<file path="src/rtl/rca_pkg.sv">
// rca_pkg
//   Shared definitions for the pipelined ripple-carry adder/subtractor.
//   - MODE_ADD / MODE_SUB : encoding of the in_mode input.
//   - addsub_res_t        : {ovf, cout, sum} bundle returned by ref_addsub.
//   - ref_addsub()        : plain-arithmetic reference for widths 1..63. It is
//                           meant for benches and assertions and has no
//                           hardware counterpart in the datapath.
package rca_pkg;

    localparam logic MODE_ADD = 1'b0;
    localparam logic MODE_SUB = 1'b1;

    typedef struct packed {
        logic        ovf;
        logic        cout;
        logic [63:0] sum;
    } addsub_res_t;

    function automatic addsub_res_t ref_addsub(
        input int          width,
        input logic [63:0] a,
        input logic [63:0] b,
        input logic        cin,
        input logic        mode
    );
        addsub_res_t res;
        logic [64:0] full;
        logic [63:0] mask;
        logic [63:0] am;
        logic [63:0] bb;
        logic        c0;
        logic [5:0]  msb;
        mask = (64'd1 << width) - 64'd1;
        am   = a & mask;
        bb   = (mode == MODE_SUB) ? (~b & mask) : (b & mask);
        c0   = (mode == MODE_SUB) ? 1'b1 : cin;
        full = {1'b0, am} + {1'b0, bb} + {64'd0, c0};
        msb  = 6'(width - 1);
        res.sum  = full[63:0] & mask;
        res.cout = full[7'(width)];
        // Signed overflow: both addends share a sign that the result lacks.
        res.ovf  = (am[msb] == bb[msb]) && (res.sum[msb] != am[msb]);
        return res;
    endfunction

endpackage

</file>
<file path="src/rtl/rca_chunk.sv">
// rca_chunk
//   Combinational CHUNK-bit ripple chain of full-adder cells.
//   Ports:
//     a, b      in  CHUNK  addend bits
//     cin       in  1      carry into bit 0
//     s         out CHUNK  sum bits
//     cout      out 1      carry out of bit CHUNK-1
//     c_msb_in  out 1      carry into bit CHUNK-1 (used for signed overflow)
module rca_chunk #(
    parameter int CHUNK = 4
) (
    input  logic [CHUNK-1:0] a,
    input  logic [CHUNK-1:0] b,
    input  logic             cin,
    output logic [CHUNK-1:0] s,
    output logic             cout,
    output logic             c_msb_in
);

    logic [CHUNK:0] c;

    always_comb begin
        c    = '0;
        s    = '0;
        c[0] = cin;
        for (int i = 0; i < CHUNK; i++) begin
            s[i]   = a[i] ^ b[i] ^ c[i];
            c[i+1] = (a[i] & b[i]) | (c[i] & (a[i] ^ b[i]));
        end
    end

    assign cout     = c[CHUNK];
    assign c_msb_in = c[CHUNK-1];

endmodule

</file>
<file path="src/rtl/pipelined_rca_addsub.sv">
// pipelined_rca_addsub
//   Pipelined ripple-carry adder/subtractor with a valid/ready stream on both
//   sides. The WIDTH-bit chain is cut into STAGES = WIDTH/CHUNK segments, one
//   register stage each; latency is STAGES cycles, throughput one beat/cycle.
//   Ports:
//     clk, rst_n                 clock (rising edge), async active-low reset
//     in_valid / in_ready        operand handshake (in_ready = global advance)
//     in_a, in_b  [WIDTH]        operands
//     in_cin                     carry-in, ADD only
//     in_mode                    0 = ADD, 1 = SUB (A - B)
//     out_valid / out_ready      result handshake
//     out_sum     [WIDTH]        result, modulo 2^WIDTH
//     out_cout                   carry out of MSB (SUB: 1 = no borrow)
//     out_ovf                    signed overflow
module pipelined_rca_addsub
    import rca_pkg::*;
#(
    parameter int WIDTH = 16,
    parameter int CHUNK = 4
) (
    input  logic             clk,
    input  logic             rst_n,
    input  logic             in_valid,
    output logic             in_ready,
    input  logic [WIDTH-1:0] in_a,
    input  logic [WIDTH-1:0] in_b,
    input  logic             in_cin,
    input  logic             in_mode,
    output logic             out_valid,
    input  logic             out_ready,
    output logic [WIDTH-1:0] out_sum,
    output logic             out_cout,
    output logic             out_ovf
);

    localparam int STAGES = WIDTH / CHUNK;

    if ((CHUNK < 1) || (WIDTH % CHUNK != 0)) begin : g_bad_cfg
        $error("pipelined_rca_addsub: WIDTH must be a positive multiple of CHUNK");
    end

    logic             adv;
    logic [WIDTH-1:0] b_cond;
    logic             c0;

    // Mode is fully absorbed here (b' and c0), so nothing downstream needs it.
    assign b_cond = (in_mode == MODE_SUB) ? ~in_b : in_b;
    assign c0     = (in_mode == MODE_SUB) ? 1'b1 : in_cin;

    // Whole pipeline moves as one shift register, bubbles included.
    assign adv      = !out_valid || out_ready;
    assign in_ready = adv;

    // Each stage register x_q holds the finished sum bits below its boundary
    // and the still-untouched A bits above it, so the word reaches the last
    // stage fully deskewed. The b' bits shrink by one chunk per stage.
    for (genvar k = 0; k < STAGES; k++) begin : g_stg
        localparam int LO = k * CHUNK;
        localparam int BW = WIDTH - LO;

        logic [WIDTH-1:0] x_src;
        logic [WIDTH-1:0] x_d;
        logic [WIDTH-1:0] x_q;
        logic [BW-1:0]    b_src;
        logic             c_src;
        logic             v_src;
        logic [CHUNK-1:0] s_c;
        logic             c_o;
        logic             c_m;
        logic             c_q;
        logic             v_q;

        if (k == 0) begin : g_head
            assign x_src = in_a;
            assign b_src = b_cond;
            assign c_src = c0;
            assign v_src = in_valid;
        end else begin : g_body
            assign x_src = g_stg[k-1].x_q;
            assign b_src = g_stg[k-1].g_fwd.b_q;
            assign c_src = g_stg[k-1].c_q;
            assign v_src = g_stg[k-1].v_q;
        end

        rca_chunk #(.CHUNK(CHUNK)) u_chunk (
            .a        (x_src[LO +: CHUNK]),
            .b        (b_src[CHUNK-1:0]),
            .cin      (c_src),
            .s        (s_c),
            .cout     (c_o),
            .c_msb_in (c_m)
        );

        always_comb begin
            x_d            = x_src;
            x_d[LO +: CHUNK] = s_c;
        end

        always_ff @(posedge clk or negedge rst_n) begin
            if (!rst_n) begin
                x_q <= '0;
                c_q <= 1'b0;
                v_q <= 1'b0;
            end else if (adv) begin
                x_q <= x_d;
                c_q <= c_o;
                v_q <= v_src;
            end
        end

        if (k < STAGES - 1) begin : g_fwd
            logic [BW-CHUNK-1:0] b_q;
            // Carry into a chunk MSB only matters for the real MSB.
            logic                c_msb_unused;
            assign c_msb_unused = c_m;

            always_ff @(posedge clk or negedge rst_n) begin
                if (!rst_n) begin
                    b_q <= '0;
                end else if (adv) begin
                    b_q <= b_src[BW-1:CHUNK];
                end
            end
        end else begin : g_last
            logic ovf_q;

            always_ff @(posedge clk or negedge rst_n) begin
                if (!rst_n) begin
                    ovf_q <= 1'b0;
                end else if (adv) begin
                    ovf_q <= c_m ^ c_o;
                end
            end
        end
    end

    assign out_valid = g_stg[STAGES-1].v_q;
    assign out_sum   = g_stg[STAGES-1].x_q;
    assign out_cout  = g_stg[STAGES-1].c_q;
    assign out_ovf   = g_stg[STAGES-1].g_last.ovf_q;

endmodule

</file>
<file path="config.mk">
export PLATFORM = sky130hd
export DESIGN_NAME = pipelined_rca_addsub
export DESIGN_NICKNAME = d
export VERILOG_FILES = /design/src/rtl/rca_pkg.sv /design/src/rtl/rca_chunk.sv /design/src/rtl/pipelined_rca_addsub.sv
export SDC_FILE = /design/constraint.sdc
export NUM_CORES = 1
export LEC_CHECK = 0
export BUFFER_PORTS_ARGS = -buffer_cell sky130_fd_sc_hd__buf_2
export CORE_ASPECT_RATIO = 1.25
export CORE_MARGIN = 4
export CORE_UTILIZATION = 30
export CTS_BUF_LIST = sky130_fd_sc_hd__clkbuf_2
export DETAILED_ROUTE_END_ITERATION = 12
export PLACE_DENSITY_LB_ADDON = 0.2
export SLEW_MARGIN = 10
export SYNTH_ARGS = -nofsm -noshare
export SYNTH_HDL_FRONTEND = slang
export SYNTH_HIERARCHICAL = 1
export SYNTH_SLANG_ARGS = --single-unit
</file>
<file path="constraint.sdc">
create_clock -name clk -period 3.15 [get_ports clk]
set_clock_uncertainty 0.05 [all_clocks]
set_input_delay 0.315 -clock clk [delete_from_list [all_inputs] [get_ports clk]]
set_output_delay 0.315 -clock clk [all_outputs]
set_load 0.02 [all_outputs]
</file>
==> results.tsv, run 1 <==
metric	value	unit
status	complete, no violations	
Cell variety after synth	12	
Layout area overhead	17.8	%
share of the synthesized area in the top cell type	0.567	
Buf/Inv on CP	2	
Synth Net Count	328	
worst-margin pin slew	763	ps
Synth Area in Simple Gates	0.00613	
H-tree depth	3	
share of cells above drive strength 1	0.497	
hold depth	3	
cell mode on critical path	fa_1	
Clock Latency Late Sink	540	ps
root buf cell	clkbuf_2	
Max VDD drop	0.000582	V
Internal Power	3140	uW
sequential power share	0.453	
finished layout cell area	5040	um^2
iteration-0 DRC count of the detailed router	77	
clock group share of total power	0.162	
GRT Overall Usage	0.0972	
die footprint	16300	um^2
worst-path fanout max	2	
Post-CTS Resized	0	
Leak	0.00238	uW
fin util	0.362	
R2R depth	8	
mux contribution to synthesized area	0.268	
crit path time final	2430	ps
Peak Freq	412	MHz
hold slack	94.7	ps
most common cell after layout, fill and taps aside	dfrtp_1	
Max-cap violations	0	
largest family of logic cells by synthesized area	multiplexers	
first-pass GRT wire length	12200	um
Worst path slowest cell	dfrtp_1	
DP Wirelength	5030	um
worst endpoint data arrival time	2830	ps
Rel. slew slack	0.492	
Layout Nets	402	
Total Wirelength	7340	um
CTS tree	yes	
IO Port Bufs	57	
# setup viols final	0	
initial antenna violation count	2	
maximum buffer depth of the clock tree	2	
setup bufs post-CTS	0	
adder-cell area share of the yosys netlist	0.0748	
Tightest Hold Check Type	input port to flip-flop	
Pwr per Cell Area	919	nW/um^2
XOR/XNOR Fraction of Synth Area	0.0348	
row cnt	48	
WL per Instance	13.9	um
largest net degree at the start of global routing	53	
most frequent cells in the layout	dfrtp_1, mux2_2, buf_2	
syn avg cell area	15.6	um^2
type of the worst setup path	flip-flop to flip-flop	
Worst-path clk slew	250	ps
sequential fraction of the synthesis area	0.567	
crit-path max cell delay	460	ps
Ys Warns	6	
crit-path cells	fa_1 > inv_1 > fa_1 > fa_1 > inv_1 > fa_1 > xor2_1 > mux2_2	
routability cong.	0.689	
pins over their slew limit	0	
Critical Path RT	3560	ps
startpoint types	flip-flop	
setup_tns	0	ps
die span in x	115	um
Tcrit/Tclk final	0.771	
Synth area leader	dfrtp_1	
Switching Share	0.323	
CP Depth	8	
Initial Util	0.307	
# IOs	58	
via count	2202	
sw power	1500	uW
synth top area cells	dfrtp_1, mux2_2, fa_1, mux2_4, xor2_1	
Synth Register Bits	97	
Compound-Gate Fraction of Synth Area	0	
drt pass-1 iters	3	
RSZ-0062 raised after global routing	no	
CTS Sinks	97	
die height	142	um
DRC	0	
Synth Instances	274	
DR vias/cell	4.17	
Cell Area, Placed	4750	um^2
Logic pwr share	0.385	
Inserted Clock Buffers	9	
vias in the first global route	2379	
Worst setup EP type	flip-flop	
grt ovf	0	
kind of cell adding the most delay to the critical path	adder cells	
mapped cell area	4280	um^2
Core Area	13900	um^2
Final ANT Viol Nets	0	
Final Hold Fails	0	
[sequential cells by signal, summed over array words and instances (netlist names)]
name and cells:
g_stg.x_q 48, g_stg.g_fwd.b_q 24, out_sum 16, g_stg.c_q 3
g_stg.v_q 3, out_cout 1, out_ovf 1, out_valid 1
[cell usage after synthesis]
master / n
buf_2: 8
buf_4: 1
or2_2: 1
mux2_4: 18
xor2_1: 17
inv_1: 32
buf_6: 4
nand2b_1: 1
dfrtp_1: 97
mux2_2: 78
nand2b_4: 1
fa_1: 16
[cell type report]
type | instances | area (um^2)
well taps | 175 | 219
flip-flops and latches | 97 | 2430
clock inverters | 5 | 104
diodes | 1 | 2.50
repair buffers | 76 | 478
clock buffers | 10 | 50.0
inverters | 32 | 120
fillers | 1392 | 8890
multi-input cells | 132 | 1640
[repair_timing]
action,in CTS,in global routing
hold buffers,14,0
endpoints found under the setup margin,0,0
endpoints found under the hold margin,62,0
[worst reg2reg max path, cell delays in order, from the launching register on]
cell	delay, ps
dfrtp_1	460
fa_1	430
inv_1	80
fa_1	180
fa_1	220
inv_1	90
fa_1	400
xor2_1	180
mux2_2	260
[metal layers]
metal	wire length, um	up-vias	track usage
li1	-	1047	-
met1	3580	1108	0.139
met2	3350	33	0.138
met3	254	12	0.0247
met4	144	2	0.0445
met5	20	-	0
[power groups by stage]
stage | combinational [uW] | sequential, uW | clock, uW
final | 1780 | 2100 | 752
after CTS | 1830 | 2110 | 799
after global placement | 1770 | 2130 | 0
after floorplan | 1250 | 2210 | 0
after detailed placement | 1810 | 2140 | 0
after global routing | 2010 | 2180 | 847
[kinds of logic after synthesis]
family | Yosys count
fa+ha+maj | 16
buf+inv | 45
simple gates | 3
flops | 97
xor+xnor | 17
mux | 96
[per-stage QoR]
step | cells | setup WS, ps | power, uW
after floorplan | 274 | 400 | 3470
after global placement | 498 | 534 | 3900
after detailed placement | 498 | 485 | 3960
after CTS | 527 | 679 | 4740
after global routing | 528 | 626 | 5030
final | 528 | 722 | 4630
[path summary, 6_finish.rpt]
kind                                                   start                                end  slack (ps)
worst max register to register  g_stg[2].x_q[12]$_DFFE_PN0P_                out_ovf$_DFFE_PN0P_         720
worst min register to register      g_stg[2].v_q$_DFFE_PN0P_              out_valid$_DFFE_PN0P_         450
worst max-delay path            g_stg[2].x_q[12]$_DFFE_PN0P_                out_ovf$_DFFE_PN0P_         720
worst min-delay path                                 in_b[5]  g_stg[0].g_fwd.b_q[1]$_DFFE_PN0P_          90
min in group asynchronous                              rst_n  g_stg[0].g_fwd.b_q[2]$_DFFE_PN0P_         250
max in group asynchronous                              rst_n        g_stg[0].x_q[6]$_DFFE_PN0P_        2120
No activity file was read; power rests on OpenSTA's default activity.
==> run 2, diff against run 1 <==
- clock period: 3.15 -> 2.5 ns (I/O delays scaled with it)
==> run 2 against run 1 <==
Compared with the run above: register-to-register slack worse by 570 ps; sequential power up 26%; die area unchanged; via count up 2.6%; global-route usage down 0.21 points; sequential share of layout area down 1.3 points; core utilization up 1.0 points; critical path depth down 1; cell count up 2.8%; sequential cell count unchanged; non-clock buffer count up 14.
==> results.tsv, run 2 (synthesis results as in run 1) <==
metric	value	unit
vias in the first global route	2428	
Non-Filler Instances	543	
most frequent cells in the layout	dfrtp_1, mux2_2, buf_2	
Critical Path RT	2950	ps
crit path time final	2340	ps
Peak Freq	427	MHz
WL per Instance	12.9	um
worst endpoint data arrival time	2790	ps
reg-to-reg slack, setup	160	ps
Max-cap violations	0	
Pwr per Cell Area	1100	nW/um^2
row cnt	48	
setup_tns	0	ps
Clock Latency Late Sink	570	ps
root buf cell	clkbuf_2	
Layout Nets	416	
Tcrit/Tclk final	0.937	
die footprint	16300	um^2
Initial Util	0.307	
Layout area overhead	21.0	%
share of cells above drive strength 1	0.490	
DRC	0	
Rel. slew slack	0.539	
die height	142	um
Core Area	13900	um^2
Inst Count DP	499	
Total Wirelength	7000	um
grt ovf	0	
initial antenna violation count	1	
pins over their slew limit	0	
worst-path fanout max	2	
Max VDD drop	0.000566	V
largest net degree at the start of global routing	56	
Worst setup EP type	flip-flop	
H-tree depth	3	
met3 wire len	182	um
most common cell after layout, fill and taps aside	dfrtp_1	
max layer used	met4	
worst-margin pin slew	692	ps
Fillers	1392	
drt pass-1 iters	4	
max FFs per register	48	
type of the worst setup path	flip-flop to flip-flop	
status	complete, no violations	
Final Hold Fails	0	
via count	2260	
Inserted Clock Buffers	9	
GRT Overall Usage	0.0951	
first-pass GRT wire length	12200	um
startpoint types	flip-flop	
# IOs	58	
CTS Sinks	97	
Reg with most FFs	g_stg.x_q	
Leak	0.00242	uW
RSZ-0062 raised after global routing	no	
IO Port Bufs	57	
maximum buffer depth of the clock tree	2	
die span in x	115	um
met2 WL	3350	um
# setup viols final	0	
Tightest Hold Check Type	input port to flip-flop	
CTS tree	yes	
Final ANT Viol Nets	0	
iteration-0 DRC count of the detailed router	79	
Worst-path clk slew	290	ps
DR vias/cell	4.16	
DRT met1 WL	3290	um
routability cong.	0.625	
DP Wirelength	4930	um
setup bufs post-CTS	0	
==> run 2: repair_timing <==
item                       in CTS  in global routing
hold endpoints to repair       79                  0
gates resized for setup         0                  2
setup endpoints to repair       0                  2
hold buffers                   27                  0
==> run 2: worst paths after layout <==
check | from | end | cells past startpoint
setup reg to reg | g_stg[2].g_fwd.b_q[0]$_DFFE_PN0P_ | out_sum[15]$_DFFE_PN0P_ | 7
hold reg to reg | g_stg[2].v_q$_DFFE_PN0P_ | out_valid$_DFFE_PN0P_ | 1
max in group asynchronous | rst_n | g_stg[2].g_fwd.b_q[1]$_DFFE_PN0P_ | 3
min in group asynchronous | rst_n | g_stg[2].x_q[4]$_DFFE_PN0P_ | 2
hold / removal | in_a[0] | g_stg[0].x_q[0]$_DFFE_PN0P_ | 3
setup / recovery | g_stg[2].g_fwd.b_q[0]$_DFFE_PN0P_ | out_sum[15]$_DFFE_PN0P_ | 7
==> run 2: cell type report <==
type	instances	area [um^2]	share of cell area
inverter	32	120	0.0232
sequential	97	2430	0.468
tap	175	219	0.0422
multi-input combinational	132	1660	0.320
timing repair buffer	90	628	0.121
clock inverter	7	85.1	0.0164
antenna	1	2.50	0.000483
clock buffer	9	45.0	0.00869
==> run 2: power breakdown <==
group / internal [uW] / switching [uW]
Combinational: 1270 / 987
Sequential: 2270 / 368
Clock: 250 / 553
Total: 3790 / 1910
==> run 2: metal layers <==
layer,vias up,GRT usage
li1,1072,-
met1,1143,0.131
met2,33,0.141
met3,12,0.0171
met4,0,0.0519
met5,-,0
==> run 2: worst max-delay path: stages, from the launching register on <==
cell,delay [ps]
dfrtp_1,440
fa_1,180
inv_1,50
fa_1,380
fa_2,360
inv_1,110
fa_2,430
mux2_2,270
==> run 2: stage by stage <==
stage	setup WS [ps]	utilization	area, um^2	hold slack, ps	power (uW)
floorplan	3.72	-	4310	-95.6	4370
global placement	60.4	0.343	4780	303	4900
detailed placement	1.76	0.343	4780	295	4980
CTS	66.4	0.371	5180	45.4	5820
global route	13.6	0.372	5180	34.0	6200
finish	156	0.372	5180	86.1	5700
